===== src/rtl/serial_addsub_unit_if.sv =====
// serial_addsub_unit_if: operand/op input handshake and result/flag output handshake for serial_addsub_unit
interface serial_addsub_unit_if #(parameter int WIDTH = 4);
  logic in_valid;
  logic in_ready;
  logic [1:0] op;
  logic [WIDTH-1:0] a;
  logic [WIDTH-1:0] b;
  logic out_valid;
  logic out_ready;
  logic [WIDTH-1:0] result;
  logic carry_out;
  logic overflow;
  logic zero;
  logic busy;
  modport master(
    output in_valid, op, a, b, out_ready,
    input in_ready, out_valid, result, carry_out, overflow, zero, busy
  );
  modport slave(
    input in_valid, op, a, b, out_ready,
    output in_ready, out_valid, result, carry_out, overflow, zero, busy
  );
endinterface


===== src/rtl/serial_addsub_unit.sv =====
// serial_addsub_unit: bit-serial LSB-first ADD/SUB/INC/NEG with valid/ready handshakes; ports clk, reset, bus (slave side of serial_addsub_unit_if)
module serial_addsub_unit #(parameter int WIDTH = 4) (
  input logic clk,
  input logic reset,
  serial_addsub_unit_if.slave bus
);
  localparam int IW = $clog2(WIDTH);
  typedef enum logic [1:0] {IDLE, CALC, DONE} state_t;
  state_t state_q, state_d;
  logic [IW-1:0] idx_q;
  logic [WIDTH-1:0] x_q, y_q, res_q, res_d, x_d, y_d;
  logic carry_q, cout_q, ovf_q, zero_q, accept, last, s, c, cin;
  assign bus.in_ready = state_q == IDLE || (state_q == DONE && bus.out_ready);
  assign bus.out_valid = state_q == DONE;
  assign bus.busy = state_q != IDLE;
  assign bus.result = res_q;
  assign bus.carry_out = cout_q;
  assign bus.overflow = ovf_q;
  assign bus.zero = zero_q;
  always_comb begin
    accept = bus.in_valid & bus.in_ready;
    last = idx_q == IW'(WIDTH - 1);
    s = x_q[idx_q] ^ y_q[idx_q] ^ carry_q;
    c = (x_q[idx_q] & y_q[idx_q]) | (carry_q & (x_q[idx_q] ^ y_q[idx_q]));
    res_d = res_q | (WIDTH'(s) << idx_q);
    x_d = bus.op == 2'd3 ? '0 : bus.a;
    y_d = bus.op == 2'd0 ? bus.b : bus.op == 2'd1 ? ~bus.b : bus.op == 2'd2 ? '0 : ~bus.a;
    cin = bus.op != 2'd0;
    state_d = accept ? CALC
            : (state_q == CALC && last) ? DONE
            : (state_q == DONE && bus.out_ready) ? IDLE
            : state_q;
  end
  always_ff @(posedge clk) begin
    if (reset) begin
      state_q <= IDLE;
      idx_q <= '0;
      carry_q <= 1'b0;
      x_q <= '0;
      y_q <= '0;
      res_q <= '0;
      cout_q <= 1'b0;
      ovf_q <= 1'b0;
      zero_q <= 1'b0;
    end else begin
      state_q <= state_d;
      if (accept) begin
        x_q <= x_d;
        y_q <= y_d;
        carry_q <= cin;
        idx_q <= '0;
        res_q <= '0;
        cout_q <= 1'b0;
        ovf_q <= 1'b0;
        zero_q <= 1'b0;
      end else if (state_q == CALC) begin
        res_q <= res_d;
        carry_q <= c;
        idx_q <= last ? '0 : idx_q + IW'(1);
        if (last) begin
          cout_q <= c;
          ovf_q <= carry_q ^ c;
          zero_q <= res_d == '0;
        end
      end
    end
  end
endmodule

===== src/flat_wrapper.sv =====
// flat-port wrapper written by rule: the top's interface ports become plain ports
module serial_addsub_unit_flat 
#(parameter int WIDTH = 4)
  (clk, reset, bus_in_valid, bus_op, bus_a, bus_b, bus_out_ready, bus_in_ready, bus_out_valid, bus_result, bus_carry_out, bus_overflow, bus_zero, bus_busy);
  serial_addsub_unit_if #(.WIDTH(WIDTH)) bus_i ();
  input logic clk;
  input logic reset;
  input wire logic [$bits(bus_i.in_valid)-1:0] bus_in_valid;
  input wire logic [$bits(bus_i.op)-1:0] bus_op;
  input wire logic [$bits(bus_i.a)-1:0] bus_a;
  input wire logic [$bits(bus_i.b)-1:0] bus_b;
  input wire logic [$bits(bus_i.out_ready)-1:0] bus_out_ready;
  output wire logic [$bits(bus_i.in_ready)-1:0] bus_in_ready;
  output wire logic [$bits(bus_i.out_valid)-1:0] bus_out_valid;
  output wire logic [$bits(bus_i.result)-1:0] bus_result;
  output wire logic [$bits(bus_i.carry_out)-1:0] bus_carry_out;
  output wire logic [$bits(bus_i.overflow)-1:0] bus_overflow;
  output wire logic [$bits(bus_i.zero)-1:0] bus_zero;
  output wire logic [$bits(bus_i.busy)-1:0] bus_busy;
  assign bus_i.in_valid = bus_in_valid;
  assign bus_i.op = bus_op;
  assign bus_i.a = bus_a;
  assign bus_i.b = bus_b;
  assign bus_i.out_ready = bus_out_ready;
  assign bus_in_ready = bus_i.in_ready;
  assign bus_out_valid = bus_i.out_valid;
  assign bus_result = bus_i.result;
  assign bus_carry_out = bus_i.carry_out;
  assign bus_overflow = bus_i.overflow;
  assign bus_zero = bus_i.zero;
  assign bus_busy = bus_i.busy;
  serial_addsub_unit #(.WIDTH(WIDTH)) u_core (.clk(clk), .reset(reset), .bus(bus_i));
endmodule

===== config.mk =====
export PLATFORM = sky130hd
export DESIGN_NAME = serial_addsub_unit_flat
export DESIGN_NICKNAME = d
export VERILOG_FILES = /design/src/rtl/serial_addsub_unit_if.sv /design/src/rtl/serial_addsub_unit.sv /design/src/flat_wrapper.sv
export SDC_FILE = /design/constraint.sdc
export NUM_CORES = 1
export LEC_CHECK = 0
export ABC_AREA = 0
export ABC_CLOCK_PERIOD_IN_PS = 5300
export BUFFER_PORTS_ARGS = -buffer_cell sky130_fd_sc_hd__buf_2
export CORE_ASPECT_RATIO = 1.4
export CORE_MARGIN = 4
export CORE_UTILIZATION = 45
export CTS_BUF_LIST = sky130_fd_sc_hd__clkbuf_8
export CTS_CLUSTER_DIAMETER = 150
export CTS_CLUSTER_SIZE = 30
export DETAILED_ROUTE_END_ITERATION = 8
export HOLD_SLACK_MARGIN = 0.02
export PLACE_DENSITY = 0.66
export SYNTH_ARGS = -nofsm -noshare
export SYNTH_HDL_FRONTEND = slang
export SYNTH_SLANG_ARGS = --single-unit

===== constraint.sdc =====
create_clock -name clk -period 5.3 [get_ports clk]
set_input_delay 0.265 -clock clk [delete_from_list [all_inputs] [get_ports clk]]
set_output_delay 0.265 -clock clk [all_outputs]
set_load 0.05 [all_outputs]

==> Yosys cells after proc, flatten, opt, wreduce, memory -nomap -nowiden <==
Index checks and enable logic that the tools add are counted.
{ "op_classes": {"add_sub_neg": 1, "order_cmp": 1, "n_eq_ne": 6, "n_shift": 1, "muxes": 14, "n_bitwise": 10, "reduce_logical": 13} }
{ "op_table": {"columns": ["cell", "n"], "rows": [
  ["two-way mux 4 bit", 4],
  ["== test 2 bit (second input constant)", 4],
  ["inverter 4 bit", 2],
  ["nonzero test 2 bit", 4],
  ["two-way mux 2 bit", 3],
  ["two-way mux 1 bit", 5],
  ["binary-select mux 1 bit (select 2 bit)", 2],
  ["== test 2 x 1 -> 1 bit (second input constant)", 2],
  ["logical NOT 2 bit", 2],
  ["logical NOT 4 bit", 1],
  ["bitwise OR 4 bit", 1],
  ["<< shifter 1 x 2 -> 4 bit", 1],
  ["bitwise AND 1 bit", 3],
  ["< comparator 2 x 3 -> 1 bit (second input constant)", 1],
  ["nonzero test 3 bit", 1],
  ["bitwise XOR 1 bit", 3],
  ["adder 2 x 1 -> 2 bit (second input constant)", 1],
  ["logical AND 1 bit", 2],
  ["AND reduction 2 bit", 1],
  ["OR reduction 2 bit", 1],
  ["logical OR 1 bit", 1],
  ["bitwise OR 1 bit", 1]
]} }
{ "totals": {"register_bits": 20} }

==> Longest topological paths before layout <==
Gate-level depths: netlist (run 1).
{ "depth": {"word_depth": 7, "depth_mapped": 7, "mapped_depth_nobuf": 6} }

==> Worst setup path after synthesis (run 1) <==
OpenSTA, ideal clock, no wires.
{ "synth_path": {"path_type": "flip-flop to flip-flop", "start": "register u_core.idx_q[0]", "end": "register u_core.zero_q (netlist: u_core.bus.zero)", "setup_ns": 0.080, "arrival_time_ns": 2.134, "slack_ns": 3.086, "path_stages_with_launch": 8, "period_less_slack_ns": 2.214, "path_cell_list": "dfxtp_1 clkbuf_1 mux4_2 inv_1 fa_1 inv_1 or4_4 a211oi_2"} }
{ "synth_via": {"elab_chain_len": 7, "word_cells_on_any_way": 11, "classes_between": "eq/ne (1); shift (1); mux (4); bitwise (3); reduce/logical (2)"} }
{ "synth_lines": {"columns": ["element", "line", "source"], "rows": [
  ["from (decl)", "serial_addsub_unit.sv:10", "logic [IW-1:0] idx_q;"],
  ["from (signal assigned)", "serial_addsub_unit.sv:59", "idx_q <= last ? '0 : idx_q + IW'(1);"],
  ["binary-select mux 1 bit (select 2 bit)", "serial_addsub_unit.sv:23", "s = x_q[idx_q] ^ y_q[idx_q] ^ carry_q;"],
  ["two-way mux 1 bit (not written as such)", "serial_addsub_unit.sv:23", null],
  ["bitwise XOR 1 bit (2 in a row)", "serial_addsub_unit.sv:23", null],
  ["<< shifter 1 x 2 -> 4 bit", "serial_addsub_unit.sv:25", "res_d = res_q | (WIDTH'(s) << idx_q);"],
  ["bitwise OR 4 bit", "serial_addsub_unit.sv:25", null],
  ["logical NOT 4 bit", "serial_addsub_unit.sv:63", "zero_q <= res_d == '0;"],
  ["to (signal assigned)", "serial_addsub_unit.sv:44", "zero_q <= 1'b0;"],
  ["to (signal assigned)", "serial_addsub_unit.sv:55", "zero_q <= 1'b0;"],
  ["to (signal assigned)", "serial_addsub_unit.sv:63", null],
  ["to (decl)", "serial_addsub_unit.sv:12", "logic carry_q, cout_q, ovf_q, zero_q, accept, last, s, c, cin;"]
]} }
Parallel ways exist; a longest one is shown, timed or not. The select of a mux whose other input is x is not followed.
A chain may end at the register's enable or synchronous reset.

==> Worst setup path in the final report (run 1) <==
Ends and elaborated chain as after synthesis.

==> results of run 1 <==
[worst paths after layout]
check                                               endpoint  depth (start not counted)
worst min-delay path              u_core.x_q[0]$_SDFFE_PP0P_                          3
worst max-delay path            u_core.bus.zero$_SDFFE_PP0P_                          6
worst max register to register  u_core.bus.zero$_SDFFE_PP0P_                          6
worst min register to register  u_core.bus.zero$_SDFFE_PP0P_                          2
[layer usage]
layer | global-route usage, % | up-vias | share of wire, %
met5 | 0 | - | 0
met2 | 25.99 | 16 | 53
met3 | 2.535 | 2 | 4.0
met1 | 18.77 | 397 | 43
met4 | 6.061 | 0 | 0.90
li1 | - | 435 | -
[per-stage QoR]
stage / setup slack (ns) / area, um2
floorplan: 3.086 / 1011
global placement: 3.137 / 1117
detailed placement: 3.078 / 1117
CTS: 3.056 / 1159
global route: 2.955 / 1159
finish: 3.081 / 1159
[cell families after synthesis]
| kind of cell | after synthesis |
|---|---|
| XOR/XNOR | 5 |
| buffers and inverters | 15 |
| adder cells (fa/ha/maj) | 2 |
| AO/OA/AOI/OAI | 30 |
| flip-flops | 20 |
| multiplexers | 7 |
| AND/OR/NAND/NOR | 30 |
[cells in the final DEF (no fill, tap or decap), types with 2 or more instances in the layout]
master,synthesis,routed
buf_2,2,23
dfxtp_1,20,20
a21oi_1,10,10
nor3_1,8,8
inv_1,7,7
o21ai_0,6,6
xnor2_1,5,5
a211oi_1,5,5
mux2i_1,5,5
nor2_1,4,4
o22a_1,4,4
nand4_1,4,4
nand2_1,3,3
clkbuf_8,0,3
and2b_1,2,2
nor2b_1,2,2
mux4_2,2,2
nand2b_1,2,2
a41oi_1,2,2
a31oi_1,2,2
[final cells by class]
cell class                 count  area share (%)
clock buffer                   3           3.564
timing repair buffer          23           9.935
inverter                       7           2.268
multi-input combinational     74           47.30
sequential                    20           34.56
tap                           22           2.376
[registers in the layout, summed over array words and instances, names as in the netlist]
register              count
u_core.bus.carry_out      1
u_core.bus.overflow       1
u_core.bus.result         4
u_core.bus.zero           1
u_core.carry_q            1
u_core.idx_q              2
u_core.state_q            2
u_core.x_q                4
u_core.y_q                4
[worst min-delay path: cells and delay by family]
kind / cells / cell delay [ns]
AO/OA/AOI/OAI: 1 / 0.06
AND/OR/NAND/NOR: 1 / 0.06
buffers and inverters: 1 / 0.11
[power by group through the flow]
stage	sequential (W)	clock [W]	combinational (W)
after floorplan	0.000166	0	0.0000444
after global placement	0.000167	0	0.0000565
after detailed placement	0.000167	0	0.0000575
after CTS	0.000164	0.0000983	0.0000581
after global routing	0.000165	0.000105	0.0000639
final	0.000164	0.0000963	0.0000575
==> impl_metrics.json, run 1 <==
{
  "path_buf_inv": 2,
  "cts_resized": 0,
  "synthSimpleGateAreaFrac_pct": 17.95,
  "cts_root_buf": "clkbuf_8",
  "worstMarginPinSlew_ns": 0.9207,
  "cts_tree": "done",
  "routed_wirelength_um": 2104,
  "setup_tns_ns": 0,
  "critPathArrivalTime_ns": 2.39,
  "clock_latency_ns": 0.25,
  "slew_viol_final": 0,
  "path_common_cell": "inv_1",
  "ys_seq_area_share_pct": 39.60,
  "netlist_area_um2": 1011,
  "dominantRegCellSynth": "dfxtp_1",
  "ctsLongestPathBuffers": 2,
  "power.total_w": 0.0003178,
  "syn_to_final_growth_pct": 14.60,
  "num-nets-final": 145,
  "holdBufCountCts": 0,
  "status": "completed",
  "crit_family": "adder cells",
  "fp-row-count": 20,
  "dp_hpwl_um": 1567,
  "multi_input_area_um2": 548.0,
  "dr.pass1.iters": 4,
  "finalHoldViolCount": 0,
  "p_leak_nw": 0.5026,
  "worstHoldPathType": "primary input to flip-flop",
  "n_fill_cell": 193,
  "clk_transition_reported_paths_ns": 0.07,
  "crit_fanout": 8,
  "cpPeakStageDelay_ns": 0.52,
  "place.gp.congestion": 0.8041,
  "wire_per_inst_um": 14.12,
  "period_share_pct": 41.86,
  "slew_headroom_pct": 38.40,
  "hp-start": "bus_a[0]",
  "whs_ns": 0.2783,
  "grt_pass1_wl_um": 3546,
  "p_switching_w": 0.00008623,
  "async_flop_share_pct": 0,
  "finalNonFillerCells": 149,
  "diodes": 0,
  "initial_core_util_pct": 46.98,
  "p_per_area_nw_per_um2": 274.3,
  "synth_edf_count": 0,
  "yosysUniqueCellTypes": 29,
  "reg2reg_from": "u_core.idx_q[0]$_SDFFE_PP0P_",
  "switching_share_pct": 27.14,
  "num_io_pins": 24,
  "worstPathRequired_ns": 5.47,
  "muxShareOfSynthArea_pct": 9.406,
  "synth_top_family_by_area": "compound AO/OA/AOI/OAI gates",
  "ir_drop_mv": 0.1426,
  "combinationalPowerShare_pct": 18.1,
  "core-area_um2": 2152,
  "die_area_um2": 3080,
  "cts.sinks": 20,
  "max_freq_ghz": 0.4507,
  "syn-mean-instance-area_um2": 9.275,
  "drcViolationCount": 0,
  "pwr-share-seq_pct": 51.6,
  "yosysMostFrequentCell": "dfxtp_1",
  "crit_start": "u_core.idx_q[0]$_SDFFE_PP0P_",
  "start_kind": "flip-flop",
  "synth_common_cells": "20 x dfxtp_1, 10 x a21oi_1, 8 x nor3_1",
  "final_core_util_pct": 53.84,
  "yosysWarnings": 0,
  "cts_inserted_buffers": 3,
  "drtIter0Drc": 5,
  "die_h_um": 64.08,
  "synth.area.top_cells": "dfxtp_1 40%, a21oi_1 5.0%, mux2i_1 5.0%, mux4_2 4.5%, xnor2_1 4.3%",
  "internal_power_w": 0.0002315,
  "rsz0062_at_grt": "no",
  "drv_cap": 0,
  "die_x_um": 48.06,
  "synth_area_leader_cell": "dfxtp_1",
  "grt-ovfl-total": 0,
  "ys_ff_latch": 20,
  "grt_antenna_before_repair": 0,
  "cp-end-kind": "flip-flop",
  "dp_cells": 146,
  "cts_setup_buffers": 0,
  "ff_latch_area_um2": 400.4,
  "grt_pass1_vias": 830,
  "reg2reg_slack_ns": 3.08,
  "port_buffers": 23,
  "synth-adder-area-share_pct": 3.218,
  "synth_nets": 125,
  "path_class": "flip-flop to flip-flop",
  "via_per_inst": 5.705,
  "syn_inst": 109,
  "vias": 850,
  "ant_nets": 0,
  "grtUsageTotal_pct": 15.55,
  "clkPwrFrac_pct": 30.3,
  "setup_violations": 0,
  "synth-xor-area-share_pct": 4.332,
  "synth_top_area_share_pct": 39.60,
  "crit_chain": "mux4_2 > inv_1 > fa_1 > inv_1 > or4_4 > a211oi_2",
  "grt_max_degree": 21,
  "h-tree-depth": 1,
  "period_minus_slack_ns": 2.219,
  "cp_slowest_cell": "fa_1",
  "fin_worst_skew_ns": 0.003973,
  "synth_compound_area_share_pct": 19.31,
  "layout-drive-gt1-share_pct": 25.20
}
No activity file was read; power rests on OpenSTA's default activity.
==> run 2: changes to the inputs <==
--- a/config.mk
+++ b/config.mk
@@ -6,7 +6,7 @@
 export NUM_CORES = 1
 export LEC_CHECK = 0
 export ABC_AREA = 0
-export ABC_CLOCK_PERIOD_IN_PS = 5300
+export ABC_CLOCK_PERIOD_IN_PS = 1800
 export BUFFER_PORTS_ARGS = -buffer_cell sky130_fd_sc_hd__buf_2
 export CORE_ASPECT_RATIO = 1.4
 export CORE_MARGIN = 4
@@ -16,7 +16,7 @@
 export CTS_CLUSTER_SIZE = 30
 export DETAILED_ROUTE_END_ITERATION = 8
 export HOLD_SLACK_MARGIN = 0.02
-export PLACE_DENSITY = 0.66
+export PLACE_DENSITY = 0.68
 export SYNTH_ARGS = -nofsm -noshare
 export SYNTH_HDL_FRONTEND = slang
 export SYNTH_SLANG_ARGS = --single-unit
==> constraint.sdc (replaced) <==
create_clock -name clk -period 1.8 [get_ports clk]
set_input_delay 0.09 -clock clk [delete_from_list [all_inputs] [get_ports clk]]
set_output_delay 0.09 -clock clk [all_outputs]
set_load 0.05 [all_outputs]
==> impl_metrics.json, run 2 (synthesis gave the netlist of run 1 again) <==
{
  "syn_to_final_growth_pct": 23.14,
  "port_buffers": 23,
  "rr_endpoint": "u_core.bus.zero$_SDFFE_PP0P_",
  "place.gp.congestion": 0.8140,
  "finalNonFillerCells": 157,
  "layout_common_cells": "23 x buf_2, 19 x dfxtp_1, 10 x a21oi_1",
  "drv_cap": 0,
  "via_per_inst": 5.745,
  "fp-row-count": 20,
  "min_to": "u_core.x_q[1]$_SDFFE_PP0P_",
  "placed_cell_area_um2": 1177,
  "vias": 902,
  "failed_checks": "setup timing",
  "core-area_um2": 2152,
  "gr-usage-met2_pct": 31.46,
  "worstPathRequired_ns": 1.98,
  "fin_worst_skew_ns": 0.004538,
  "cts_tree": "done",
  "final_core_util_pct": 57.85,
  "cpPeakStageDelay_ns": 0.53,
  "die_x_um": 48.06,
  "holdBufCountCts": 0,
  "die_h_um": 64.08,
  "h-tree-depth": 1,
  "hp-start": "bus_a[1]",
  "clk_transition_reported_paths_ns": 0.07,
  "grt_max_degree": 21,
  "path_class": "flip-flop to flip-flop",
  "dp_cells": 154,
  "p_leak_nw": 0.5425,
  "hold-path-cell-count": 3,
  "grtUsageTotal_pct": 17.68,
  "wire_per_inst_um": 15.23,
  "grt_use_met3_pct": 1.690,
  "cts.sinks": 20,
  "cts_inserted_buffers": 3,
  "grt.met1_usage_pct": 18.91,
  "busiest_layer": "met2",
  "cp_slowest_cell": "fa_1",
  "diodes": 0,
  "initial_core_util_pct": 46.98,
  "max_freq_ghz": 0.5122,
  "period_minus_slack_ns": 1.952,
  "clock_latency_ns": 0.26,
  "crit_family": "adder cells",
  "routed_wirelength_um": 2391,
  "path_common_cell": "inv_2",
  "drcViolationCount": 0,
  "layout_commonest_cell": "buf_2",
  "ir_drop_mv": 0.4535,
  "dr.pass1.iters": 4,
  "n_fill_cell": 201,
  "finalHoldViolCount": 0,
  "ant_nets": 0,
  "die_area_um2": 3080,
  "cp-end-kind": "flip-flop",
  "ff_latch_area_um2": 404.1,
  "p_per_area_nw_per_um2": 783.5,
  "grt_pass1_wl_um": 3974,
  "slew_viol_final": 0,
  "ctsLongestPathBuffers": 2,
  "final.setup.worst_slack_ns": -0.1523,
  "fin_area_um2": 1245,
  "grt_pass1_vias": 943,
  "period_share_pct": 108.5,
  "whs_ns": 0.1046,
  "status": "finished, violations left",
  "path_buf_inv": 2,
  "multi_input_area_um2": 570.5,
  "rsz0062_at_grt": "yes",
  "reg2reg_from": "u_core.idx_q[0]$_SDFFE_PP0P_",
  "cts_root_buf": "clkbuf_8",
  "num-nets-final": 153,
  "crit_chain": "mux4_2 > inv_2 > fa_1 > inv_2 > or4_4 > a211oi_2",
  "dp_hpwl_um": 1784,
  "crit_fanout": 3,
  "setup_violations": 5,
  "layout-drive-gt1-share_pct": 35.56,
  "worstHoldPathType": "primary input to flip-flop",
  "grt-ovfl-total": 0,
  "r2r_cells": 6,
  "cts_setup_buffers": 0,
  "slew_headroom_pct": 58.09,
  "critPathArrivalTime_ns": 2.13,
  "worstMarginPinSlew_ns": 0.6279,
  "grt_antenna_before_repair": 0,
  "start_kind": "flip-flop",
  "reg2reg_slack_ns": -0.15,
  "num_io_pins": 24,
  "drtIter0Drc": 23
}
-- run 2: worst max-delay path by stage --
| stage | from | end | slack [ns] | cells after the start |
|---|---|---|---|---|
| floorplan | u_core.idx_q[0]$_SDFFE_PP0P_ | u_core.bus.zero$_SDFFE_PP0P_ | -0.22 | 7 |
| global placement | u_core.idx_q[0]$_SDFFE_PP0P_ | u_core.bus.zero$_SDFFE_PP0P_ | -0.12 | 6 |
| detailed placement | u_core.idx_q[0]$_SDFFE_PP0P_ | u_core.bus.zero$_SDFFE_PP0P_ | -0.15 | 6 |
| CTS | u_core.idx_q[0]$_SDFFE_PP0P_ | u_core.bus.zero$_SDFFE_PP0P_ | -0.14 | 6 |
| global route | u_core.idx_q[0]$_SDFFE_PP0P_ | u_core.bus.result[1]$_SDFFE_PP0P_ | -0.21 | 7 |
| finish | u_core.idx_q[0]$_SDFFE_PP0P_ | u_core.bus.zero$_SDFFE_PP0P_ | -0.15 | 6 |
-- run 2: worst min-delay path: stages --
cell	delay [ns]
buf_2	0.11
nand4_1	0.06
a21oi_1	0.06
-- run 2: final cells by class --
cell class	count	area share (%)
multi-input cells	74	45.83
flip-flops and latches	20	32.46
clock buffers	3	3.317
repair buffers	31	14.07
well taps	22	2.211
inverters	7	2.111
-- run 2: per-layer routing --
metal  share of wire (%)  wire length [um]
met1                  38               905
met4                 2.2                52
met2                  56              1344
met5                   0                 0
met3                 3.7                89
-- run 2: timing repair --
| item | in CTS | in global routing |
|---|---|---|
| pin swaps | 1 | 3 |
| resized for setup | 1 | 7 |
| setup endpoints to repair | 5 | 5 |
-- run 2: where the power goes --
part           internal (W)  leakage [nW]  switching, W
clock              0.000149        0.0216      0.000141
combinational     0.0000911         0.357      0.000118
sequential         0.000463         0.164     0.0000128
-- run 2: metrics by stage --
step / total power, W / TNS (ns) / worst slack, ns
final: 0.0009754 / -0.3967 / -0.1523
after floorplan: 0.0006246 / -0.4560 / -0.2198
after CTS: 0.0009714 / -0.3956 / -0.1442
after global placement: 0.0006814 / -0.3027 / -0.1175
after detailed placement: 0.0006879 / -0.4988 / -0.1451
after global routing: 0.001025 / -0.9515 / -0.2104
